===== config.mk =====
export PLATFORM = sky130hd
export DESIGN_NAME = r_read_arbiter_flat
export DESIGN_NICKNAME = d
export VERILOG_FILES = /design/src/rtl/r_read_arbiter_if.sv /design/src/rtl/r_read_arbiter.sv /design/src/flat_wrapper.sv
export SDC_FILE = /design/constraint.sdc
export NUM_CORES = 1
export LEC_CHECK = 0
export ABC_AREA = 1
export CAP_MARGIN = 20
export CORE_MARGIN = 4
export CORE_UTILIZATION = 45
export DETAILED_ROUTE_END_ITERATION = 6
export HOLD_SLACK_MARGIN = 0.06
export PLACE_DENSITY = 0.68
export SLEW_MARGIN = 20
export SYNTH_ARGS = -nofsm -noshare
export SYNTH_HDL_FRONTEND = slang
export SYNTH_SLANG_ARGS = --single-unit

===== constraint.sdc =====
create_clock -name r_clk -period 1.9 [get_ports r_clk]
set_input_delay 0.475 -clock r_clk [delete_from_list [all_inputs] [get_ports r_clk]]
set_output_delay 0.475 -clock r_clk [all_outputs]
set_load 0.1 [all_outputs]

===== src/rtl/r_read_arbiter_if.sv =====
// Read-port arbitration bundle between the consumers/FIFO (master) and the
// read-side arbiter (slave).
interface r_read_arbiter_if #(
  parameter int NUM_REQ = 4,
  parameter int BURST_W = 3
);
  logic [NUM_REQ-1:0]         req;
  logic [NUM_REQ*BURST_W-1:0] burst_len;
  logic                       r_empty;
  logic                       r_en;
  logic [NUM_REQ-1:0]         grant;
  logic                       r_data_valid;
  logic [NUM_REQ-1:0]         r_data_owner;
  logic                       burst_done;
  logic                       busy;

  modport master (
    output req, burst_len, r_empty,
    input  r_en, grant, r_data_valid, r_data_owner, burst_done, busy
  );

  modport slave (
    input  req, burst_len, r_empty,
    output r_en, grant, r_data_valid, r_data_owner, burst_done, busy
  );
endinterface


===== src/rtl/r_read_arbiter.sv =====
// Round-robin burst arbiter for the async FIFO read port; tags each returned
// word with its owning consumer after READ_LATENCY cycles.
module r_read_arbiter #(
  parameter int NUM_REQ      = 4,
  parameter int BURST_W      = 3,
  parameter int READ_LATENCY = 1
) (
  input logic          r_clk,
  input logic          rrst_n,
  r_read_arbiter_if.slave bus
);
  localparam int IDX_W = (NUM_REQ > 1) ? $clog2(NUM_REQ) : 1;
  localparam int CNT_W = BURST_W + 1;
  localparam int DRN_W = (READ_LATENCY > 1) ? $clog2(READ_LATENCY) : 1;
  localparam logic [CNT_W-1:0] MAX_BURST = {1'b1, {BURST_W{1'b0}}};
  localparam logic [DRN_W-1:0] DRN_LAST  = DRN_W'(READ_LATENCY - 1);

  typedef enum logic [1:0] {IDLE, READ, DRAIN} state_t;

  state_t             state_reg;
  logic [NUM_REQ-1:0] grant_reg;
  logic [IDX_W-1:0]   owner_reg;
  logic [IDX_W-1:0]   prio_reg;
  logic [CNT_W-1:0]   count_reg;
  logic [DRN_W-1:0]   drain_reg;
  logic               done_reg;

  logic               vld_pipe [READ_LATENCY];
  logic [NUM_REQ-1:0] own_pipe [READ_LATENCY];

  logic [BURST_W-1:0] len_arr [NUM_REQ];
  logic               win_found;
  logic [IDX_W-1:0]   win_idx;
  logic               owner_req;
  logic               rd_fire;

  genvar gi;
  generate
    for (gi = 0; gi < NUM_REQ; gi++) begin : g_len
      assign len_arr[gi] = bus.burst_len[gi*BURST_W +: BURST_W];
    end
  endgenerate

  // First requester at or after prio, wrapping around.
  always_comb begin
    int               j;
    logic [IDX_W-1:0] j_idx;
    win_found = 1'b0;
    win_idx   = '0;
    j         = 0;
    j_idx     = '0;
    for (int k = 0; k < NUM_REQ; k++) begin
      j = int'(prio_reg) + k;
      if (j >= NUM_REQ) j = j - NUM_REQ;
      j_idx = IDX_W'(j);
      if (!win_found && bus.req[j_idx]) begin
        win_found = 1'b1;
        win_idx   = j_idx;
      end
    end
  end

  assign owner_req = bus.req[owner_reg];
  assign rd_fire   = (state_reg == READ) && !bus.r_empty && owner_req;

  always_ff @(posedge r_clk or negedge rrst_n) begin
    if (!rrst_n) begin
      state_reg <= IDLE;
      grant_reg <= '0;
      owner_reg <= '0;
      prio_reg  <= '0;
      count_reg <= '0;
      drain_reg <= '0;
      done_reg  <= 1'b0;
    end else begin
      done_reg <= 1'b0;
      case (state_reg)
        IDLE: begin
          if (win_found) begin
            grant_reg <= NUM_REQ'(1) << win_idx;
            owner_reg <= win_idx;
            count_reg <= (len_arr[win_idx] == '0) ? MAX_BURST : {1'b0, len_arr[win_idx]};
            state_reg <= READ;
          end
        end
        READ: begin
          // Release takes precedence: no read is issued once req drops.
          if (!owner_req || (rd_fire && count_reg == CNT_W'(1))) begin
            state_reg <= DRAIN;
            drain_reg <= '0;
            done_reg  <= (READ_LATENCY == 1);
          end
          if (rd_fire) begin
            count_reg <= count_reg - 1'b1;
          end
        end
        DRAIN: begin
          if (drain_reg == DRN_LAST) begin
            state_reg <= IDLE;
            grant_reg <= '0;
            prio_reg  <= (owner_reg == IDX_W'(NUM_REQ - 1)) ? '0 : owner_reg + 1'b1;
          end else begin
            drain_reg <= drain_reg + 1'b1;
            done_reg  <= (drain_reg + 1'b1 == DRN_LAST);
          end
        end
        default: state_reg <= IDLE;
      endcase
    end
  end

  always_ff @(posedge r_clk or negedge rrst_n) begin
    if (!rrst_n) begin
      for (int s = 0; s < READ_LATENCY; s++) begin
        vld_pipe[s] <= 1'b0;
        own_pipe[s] <= '0;
      end
    end else begin
      vld_pipe[0] <= rd_fire;
      own_pipe[0] <= rd_fire ? grant_reg : '0;
      for (int s = 1; s < READ_LATENCY; s++) begin
        vld_pipe[s] <= vld_pipe[s-1];
        own_pipe[s] <= own_pipe[s-1];
      end
    end
  end

  assign bus.r_en         = rd_fire;
  assign bus.grant        = grant_reg;
  assign bus.r_data_valid = vld_pipe[READ_LATENCY-1];
  assign bus.r_data_owner = own_pipe[READ_LATENCY-1];
  assign bus.burst_done   = done_reg;
  assign bus.busy         = (state_reg != IDLE);
endmodule


===== src/flat_wrapper.sv =====
// flat-port wrapper written by rule: the top's interface ports become plain ports
module r_read_arbiter_flat 
#(
  parameter int NUM_REQ      = 4,
  parameter int BURST_W      = 3,
  parameter int READ_LATENCY = 1
)
  (r_clk, rrst_n, bus_req, bus_burst_len, bus_r_empty, bus_r_en, bus_grant, bus_r_data_valid, bus_r_data_owner, bus_burst_done, bus_busy);
  r_read_arbiter_if #(.NUM_REQ(NUM_REQ), .BURST_W(BURST_W)) bus_i ();
  input logic r_clk;
  input logic rrst_n;
  input wire logic [$bits(bus_i.req)-1:0] bus_req;
  input wire logic [$bits(bus_i.burst_len)-1:0] bus_burst_len;
  input wire logic [$bits(bus_i.r_empty)-1:0] bus_r_empty;
  output wire logic [$bits(bus_i.r_en)-1:0] bus_r_en;
  output wire logic [$bits(bus_i.grant)-1:0] bus_grant;
  output wire logic [$bits(bus_i.r_data_valid)-1:0] bus_r_data_valid;
  output wire logic [$bits(bus_i.r_data_owner)-1:0] bus_r_data_owner;
  output wire logic [$bits(bus_i.burst_done)-1:0] bus_burst_done;
  output wire logic [$bits(bus_i.busy)-1:0] bus_busy;
  assign bus_i.req = bus_req;
  assign bus_i.burst_len = bus_burst_len;
  assign bus_i.r_empty = bus_r_empty;
  assign bus_r_en = bus_i.r_en;
  assign bus_grant = bus_i.grant;
  assign bus_r_data_valid = bus_i.r_data_valid;
  assign bus_r_data_owner = bus_i.r_data_owner;
  assign bus_burst_done = bus_i.burst_done;
  assign bus_busy = bus_i.busy;
  r_read_arbiter #(.NUM_REQ(NUM_REQ), .BURST_W(BURST_W), .READ_LATENCY(READ_LATENCY)) u_core (.r_clk(r_clk), .rrst_n(rrst_n), .bus(bus_i));
endmodule

==> metrics, run 1 <==
Yosys top cell by area=dfrtp_1; non-filler cells, final=278; Achievable Freq=492.7 MHz; P&R area growth vs syn=65.89%; Syn Area/Cell=7.514 µm²; initial antenna violation count=0; cell count after synthesis=186; Routed WL=4154 µm; Most used DFF post-synth=dfrtp_1; chip height=63.73 µm; Worst-Margin Slew=303.8 ps; Clock Latency Late Sink=300 ps; Cells after DPL=266; cts hold-fix bufs=0; die area=4062 µm²; Fin. Hold Viols=0; Sink Count=20; Core ar.=2853 µm²; num rows=19; GRT Residual Overflow=0; asr flop ratio synth=100.0%; Rel. slew slack=79.75%; final-stage net count=273; area post-placement=2047 µm²; Final WS setup=-129.5 ps; outcome=finished with violations; RSZ-0062 raised after global routing=true; Clock transition at path regs=120 ps; Yosys top cell area share=35.81%; TritonCTS clock tree=yes; Max clock buf depth=2; # fillers=196; Antenna Cells=0; drt drc=0; synthesis-stage register bit count=20; Post-DP HPWL=2995 µm; met2 wire length=1968 µm; Starting Density=48.99%; mapped cell area=1398 µm²; share of cells above drive strength 1=45.34%; gr usage total=19.31%; Port Buf Inserts=30; critical setup path kind=register to output port; Setup Skew=3.379 ps; RD Place Congestion=0.9256; 1st-iter DRT viols=74; final core area utilization=81.27%; CP Capture Type=output port; Ports=31; die width=63.73 µm; vias per cell=5.453; top routing layer in use=met4; most frequent cells after synthesis=61 x nand2_1, 20 x dfrtp_1, 20 x inv_1; max-slew violations=0; wire per inst=14.94 µm; Final Cell Area=2318 µm²; Netlist cell types=28; Ys Warns=0; Final min period=2029 ps; vias=1516; Root Driver=clkbuf_4; final setup fails=7; Post-synth EDFFs=0; Critical Path AT=1550 ps; Total Neg Setup Slack=-379.6 ps; Hold WC Path Type=input pin to async pin; H-tree lvl count=1; Post-Route M1 WL=1753 µm; ratio of final minimum period to clock period=106.8%; largest net degree at the start of global routing=21; first-pass GRT wire length=6272 µm; sequential-to-total area share from yosys stat=35.81%; met3 routed WL=389 µm; Synth Net Count=211; top cells by area, synth=dfrtp_1 36%, nand2_1 16%, ha_1 5.4%, inv_1 5.4%, o21ai_0 4.3%; TritonCTS Buffers=3; maxcap violations=0; critical-path maximum fanout=5; Startpoint Class=register; router iterations before antenna repair=4; failing checks=setup timing; count leader, synth=nand2_1; Detail Route Antenna Nets=0; vias in the first global route=1411; required time worst endpoint=1420 ps
metrics by stage:
stage	hold slack, ps	worst slack [ps]
after CTS	499.3	-127.3
after global routing	504.9	-222.6
after global placement	500.2	-485.0
after detailed placement	529.0	-541.9
final	493.1	-129.5
after floorplan	179.4	-402.5
cells in the final DEF (no fill, tap or decap), types with 4 or more instances in the layout:
master and instances:
o21ai_0 5, o21ai_2 5, nand2_1 46, nand2_2 19, nand3_1 5, inv_1 13
ha_1 4, nand3_4 5, inv_2 10, nand2_4 6, dfrtp_1 18, nor2_1 6
a21oi_1 5, nand3_2 4, buf_4 24, clkdlybuf4s50_1 14, buf_12 13, o21ai_1 4
nand4_1 5
critical path, cell delays in order, from the launching register on:
cell	delay [ps]
dfrtp_2	470
o211ai_1	200
nand2_2	110
nor3_4	260
buf_12	210
cell families (layout without fill, tap and decap cells):
kind of cell,Yosys count,after routing,synth area share (%)
flops,20,20,35.81
simple gates,105,105,38.41
buf+inv,26,87,7.699
fa+ha+maj,6,6,5.371
compound gates,29,29,12.71
final timing paths:
check / start / endpoint / slack (ps) / depth (start not counted)
min in group r_clk: u_core.owner_reg[1]$_DFFE_PN0P_ / u_core.owner_reg[1]$_DFFE_PN0P_ / 590 / 2
max in group asynchronous: rrst_n / u_core.prio_reg[0]$_DFFE_PN0P_ / 1180 / 2
setup / recovery: u_core.owner_reg[0]$_DFFE_PN0P_ / bus_r_en / -130 / 4
hold reg to reg: u_core.owner_reg[1]$_DFFE_PN0P_ / u_core.owner_reg[1]$_DFFE_PN0P_ / 590 / 2
setup reg to reg: u_core.prio_reg[0]$_DFFE_PN0P_ / u_core.count_reg[3]$_DFFE_PN0P_ / -110 / 14
hold / removal: rrst_n / u_core.bus.r_data_owner[0]$_DFF_PN0_ / 490 / 2
routing by layer:
metal	GRT usage (%)	up-vias
li1	-	738
met1	26.55	687
met2	31.68	85
met3	3.327	6
met4	4.852	0
met5	0	-
timing repair:
action / in CTS / in global routing
gates cloned: 1 / 0
resized for setup: 13 / 44
endpoints found under the setup margin: 14 / 15
buffers inserted: 4 / 3
pin swaps: 4 / 21
layout make-up:
type	count	area [µm²]	share of cell area [%]
multi-input cells	140	972.2	41.93
clock inverters	1	30.03	1.295
clock buffers	3	22.52	0.9714
repair inverters	1	7.507	0.3238
flip-flops and latches	20	503.0	21.69
well taps	31	38.79	1.673
inverters	25	103.9	4.479
repair buffers	57	640.6	27.63
Power of run 1 is not shown: default switching activity piles up to over one toggle a cycle in this logic, so the estimate is an artifact.
==> inputs of run 2 (changes only) <==
PLACE_DENSITY = 0.72   (was 0.68)
==> metrics, run 2 (synthesis gave the netlist of run 1 again) <==
Cells after DPL=262; first-pass GRT wire length=6299 µm; Final Cell Area=2293 µm²; area post-placement=2004 µm²; wire per inst=15.00 µm; P&R area growth vs syn=64.10%; drt drc=0; Core ar.=2853 µm²; Reg2Reg Depth=14; Achievable Freq=506.5 MHz; Ports=31; Starting Density=48.99%; critical-path maximum fanout=5; RD Place Congestion=0.8666; die width=63.73 µm; cts hold-fix bufs=0; Root Driver=clkbuf_4; num rows=19; Startpoint Class=register; TritonCTS clock tree=yes; vias per cell=5.560; Crit path depth=4; Crit path buffers/inverters=1; Critical Path AT=1500 ps; slowest CP cell=dfrtp_2; commonest non-fill, non-tap cell in the layout=nand2_1; vias in the first global route=1442; Fin. Hold Viols=0; H-tree lvl count=1; Final WS setup=-74.16 ps; Rel. slew slack=77.86%; Max clock buf depth=2; dpl ws=-517.3 ps; Final min period=1974 ps; ratio of final minimum period to clock period=103.9%; final-stage net count=272; gr usage total=19.41%; commonest non-fill, non-tap cells in the layout=49 x nand2_1, 26 x buf_4, 18 x dfrtp_1; Setup Skew=9.243 ps; cells along the critical path=o211ai_1 -> nand2_2 -> nor3_4 -> buf_12; failing checks=setup timing; non-filler cells, final=277; largest net degree at the start of global routing=21; Clock Latency Late Sink=320 ps; maxcap violations=0; CP Capture Type=output port; Hold WC Path Type=input pin to async pin; Post-DP HPWL=3027 µm; outcome=finished with violations; peak per-stage delay on the critical path=460 ps; final setup fails=4; Worst-Margin Slew=328.6 ps; GRT Residual Overflow=0; Sink Count=20; Routed WL=4156 µm; share of cells above drive strength 1=44.72%; max-slew violations=0; initial antenna violation count=0; Clock transition at path regs=130 ps; TritonCTS Buffers=3; RSZ-0062 raised after global routing=true; die area=4062 µm²; required time worst endpoint=1420 ps; 1st-iter DRT viols=76; chip height=63.73 µm; post-route worst hold slack=484.6 ps; CP top delay family=flip-flops; Detail Route Antenna Nets=0; Antenna Cells=0; vias=1540; router iterations before antenna repair=4; Port Buf Inserts=30; critical setup path kind=register to output port
## run 2: cell types whose count changed in the layout (fill, tap and decap cells not counted), sizes merged
cell,change
bufinv,-1
clkbuf,+1
clkdlybuf4s15,+1
clkinvlp,-1
dlygate4sd2,-1
## run 2: final timing paths
kind	slack, ps	startpoint	end
worst max-delay path	-70	u_core.owner_reg[0]$_DFFE_PN0P_	bus_r_en
worst min-delay path	480	rrst_n	u_core.bus.r_data_owner[0]$_DFF_PN0_
worst max register to register	-40	u_core.prio_reg[0]$_DFFE_PN0P_	u_core.count_reg[3]$_DFFE_PN0P_
worst min register to register	580	u_core.owner_reg[1]$_DFFE_PN0P_	u_core.owner_reg[1]$_DFFE_PN0P_
max in group asynchronous	1180	rrst_n	u_core.prio_reg[0]$_DFFE_PN0P_
min in group r_clk	580	u_core.owner_reg[1]$_DFFE_PN0P_	u_core.owner_reg[1]$_DFFE_PN0P_
## run 2: stage by stage
stage	utilization, %	setup TNS (ps)
after floorplan	-	-2598
after global placement	70.26	-6151
after detailed placement	70.26	-6795
after CTS	73.73	-143.7
after global routing	80.39	-1146
final	80.39	-172.7
## run 2: repair_timing
| item | 4_1_cts | 5_1_grt |
|---|---|---|
| buffers inserted | 7 | 4 |
| setup endpoints to repair | 14 | 14 |
| resized for setup | 13 | 41 |
| pin swaps | 5 | 14 |
## run 2: per-layer routing
layer	GRT usage [%]	wire [µm]
met1	23.73	1697
met4	8.356	75
met5	0	0
met3	3.678	296
met2	33.38	2086
## run 2: cell type report
class / count / area [µm²]
well taps: 31 / 38.79
clock buffers: 4 / 36.28
inverters: 25 / 106.4
fillers: 182 / 559.3
multi-input cells: 140 / 983.4
repair buffers: 57 / 625.6
flip-flops and latches: 20 / 503.0
## run 2: worst reg2reg max path, stage by stage (launching register included)
cell and delay, ps:
dfrtp_2 480, buf_6 150, nand2_1 50, nand2_1 60, nand2_2 100, nand2_4 70
nor2_8 170, nand3_4 150, inv_2 110, nor2_2 70, nand4_1 90, nand3_2 100
nor2_4 130, nand2_2 60, a21oi_2 100
Power of run 2 is left out for the same reason.
==> inputs of run 3 (changes only) <==
CORE_UTILIZATION = 25   (was 45)
PLACE_DENSITY = unset   (was 0.72)
SLEW_MARGIN = 40   (was 20)
==> metrics, run 3 (synthesis gave the netlist of run 1 again) <==
GRT Residual Overflow=0; Port Buf Inserts=30; # fillers=528; outcome=finished with violations; gr usage total=11.91%; P&R area growth vs syn=68.84%; vias per cell=4.500; maxcap violations=0; Worst VDD drop=1.012 mV; die width=82.77 µm; Achievable Freq=520.6 MHz; leakage=0.001133 µW; required time worst endpoint=2090 ps; Root Driver=clkbuf_8; vias=1458; drt drc=0; Max clock buf depth=2; critical-path maximum fanout=8; cts hold-fix bufs=0; Routed WL=4112 µm; Fin. Hold Viols=0; failing checks=setup timing; critical setup path kind=register to register; Ports=31; Total Neg Setup Slack=-39.89 ps; Hold WC Path Type=input pin to async pin; largest net degree at the start of global routing=21; num rows=26; area of the multi-input gates=927.1 µm²; die area=6851 µm²; router iterations before antenna repair=4; 1st-iter DRT viols=88; Clock transition at path regs=70 ps; commonest non-fill, non-tap cells in the layout=47 x nand2_1, 32 x buf_4, 19 x nand2_2; H-tree lvl count=1; wire per inst=12.69 µm; TritonCTS clock tree=yes; sequential cell area=504.2 µm²; worst reg-to-reg setup slack=-20 ps; ratio of final minimum period to clock period=101.1%; Post-DP HPWL=2865 µm; first-pass GRT wire length=6113 µm; Startpoint Class=register; worst flop-to-flop path startpoint=u_core.prio_reg[0]$_DFFE_PN0P_; share of cells above drive strength 1=44.88%; Reg2Reg Depth=16; Core ar.=5270 µm²; P per Cell Area=2085 nW/µm²; TritonCTS Buffers=3; Starting Density=26.52%; Setup Skew=1.697 ps; CP Capture Type=register; Antenna Cells=0; vias in the first global route=1350; final core area utilization=44.78%; final-stage net count=280; Worst-Margin Slew=485.1 ps; commonest non-fill, non-tap cell in the layout=nand2_1; Critical Path AT=2120 ps; FF-to-FF End=u_core.count_reg[3]$_DFFE_PN0P_; chip height=82.77 µm; Sink Count=20; RD Place Congestion=0.8625; RSZ-0062 raised after global routing=true; Final WS setup=-20.91 ps; max-slew violations=0; Final min period=1921 ps; final setup fails=2; Rel. slew slack=67.44%; Clock Latency Late Sink=260 ps; initial antenna violation count=0; Detail Route Antenna Nets=0
run 3: cell type report:
class / count / share of cell area [%]
timing repair buffer: 64 / 28.58
tap: 70 / 3.712
clock buffer: 4 / 2.333
sequential: 20 / 21.37
timing repair inverter: 1 / 0.3181
multi-input combinational: 140 / 39.29
inverter: 25 / 4.401
run 3: through the flow:
step	instance area (µm²)	power [µW]	setup WS, ps	hold slack (ps)	instances
finish	2360	4919	-20.91	552.7	324
global route	2360	5317	-188.3	578.7	324
CTS	2230	4510	-76.16	553.3	316
detailed placement	2061	3850	-502.7	518.0	302
global placement	2061	3830	-466.9	503.1	302
floorplan	1436	2846	-402.5	179.4	186
run 3: what timing repair did:
action,4_1_cts,5_1_grt
endpoints found under the setup margin,13,13
cloned,1,0
pin swaps,12,22
gates resized for setup,24,25
buffers inserted,9,8
run 3: how the worst max path moves through the flow:
stage	start	end	slack [ps]	depth (start not counted)
3_5_place_dp	bus_req[2]	u_core.bus.grant[2]$_DFFE_PN0P_	-500	12
4_1_cts	u_core.owner_reg[0]$_DFFE_PN0P_	bus_r_en	-80	4
2_1_floorplan	bus_req[2]	u_core.state_reg[0]$_DFFE_PN0P_	-400	11
5_1_grt	u_core.prio_reg[0]$_DFFE_PN0P_	u_core.count_reg[3]$_DFFE_PN0P_	-190	16
6_report	u_core.prio_reg[0]$_DFFE_PN0P_	u_core.count_reg[3]$_DFFE_PN0P_	-20	16
3_3_place_gp	bus_req[2]	u_core.count_reg[2]$_DFFE_PN0P_	-470	11
run 3: power breakdown:
| group | total [µW] | internal [µW] | switching (µW) | leakage, µW |
|---|---|---|---|---|
| Clock | 329 | 185 | 144 | 0.0000288 |
| Sequential | 769 | 591 | 178 | 0.000255 |
| Combinational | 3820 | 1600 | 2220 | 0.000850 |
| Total | 4920 | 2380 | 2540 | 0.00113 |
run 3: critical path, stage by stage, from the launching register on:
cell     delay [ps]
dfrtp_2         470
buf_6           150
nand2_2          60
nand2_2          70
nand2_1          70
nand2_1          60
nand2_2         100
nand2_2          70
nand2_4         100
nand3_4         120
nand2_2         110
nand2_2          50
nand2_2          60
nand2_2          60
nor2_2          100
nand2_1          60
a21oi_2         130
run 3: layer usage:
metal  global-route usage [%]  part of all wire (%)  vias up  wire (µm)
li1                         -                     -      754          -
met1                    15.44                    43      662       1779
met2                    18.67                    49       35       1996
met3                    3.996                   6.7        7        275
met4                    3.758                   1.5        0         60
met5                        0                     0        -          0
No activity file was read; power rests on OpenSTA's default activity.
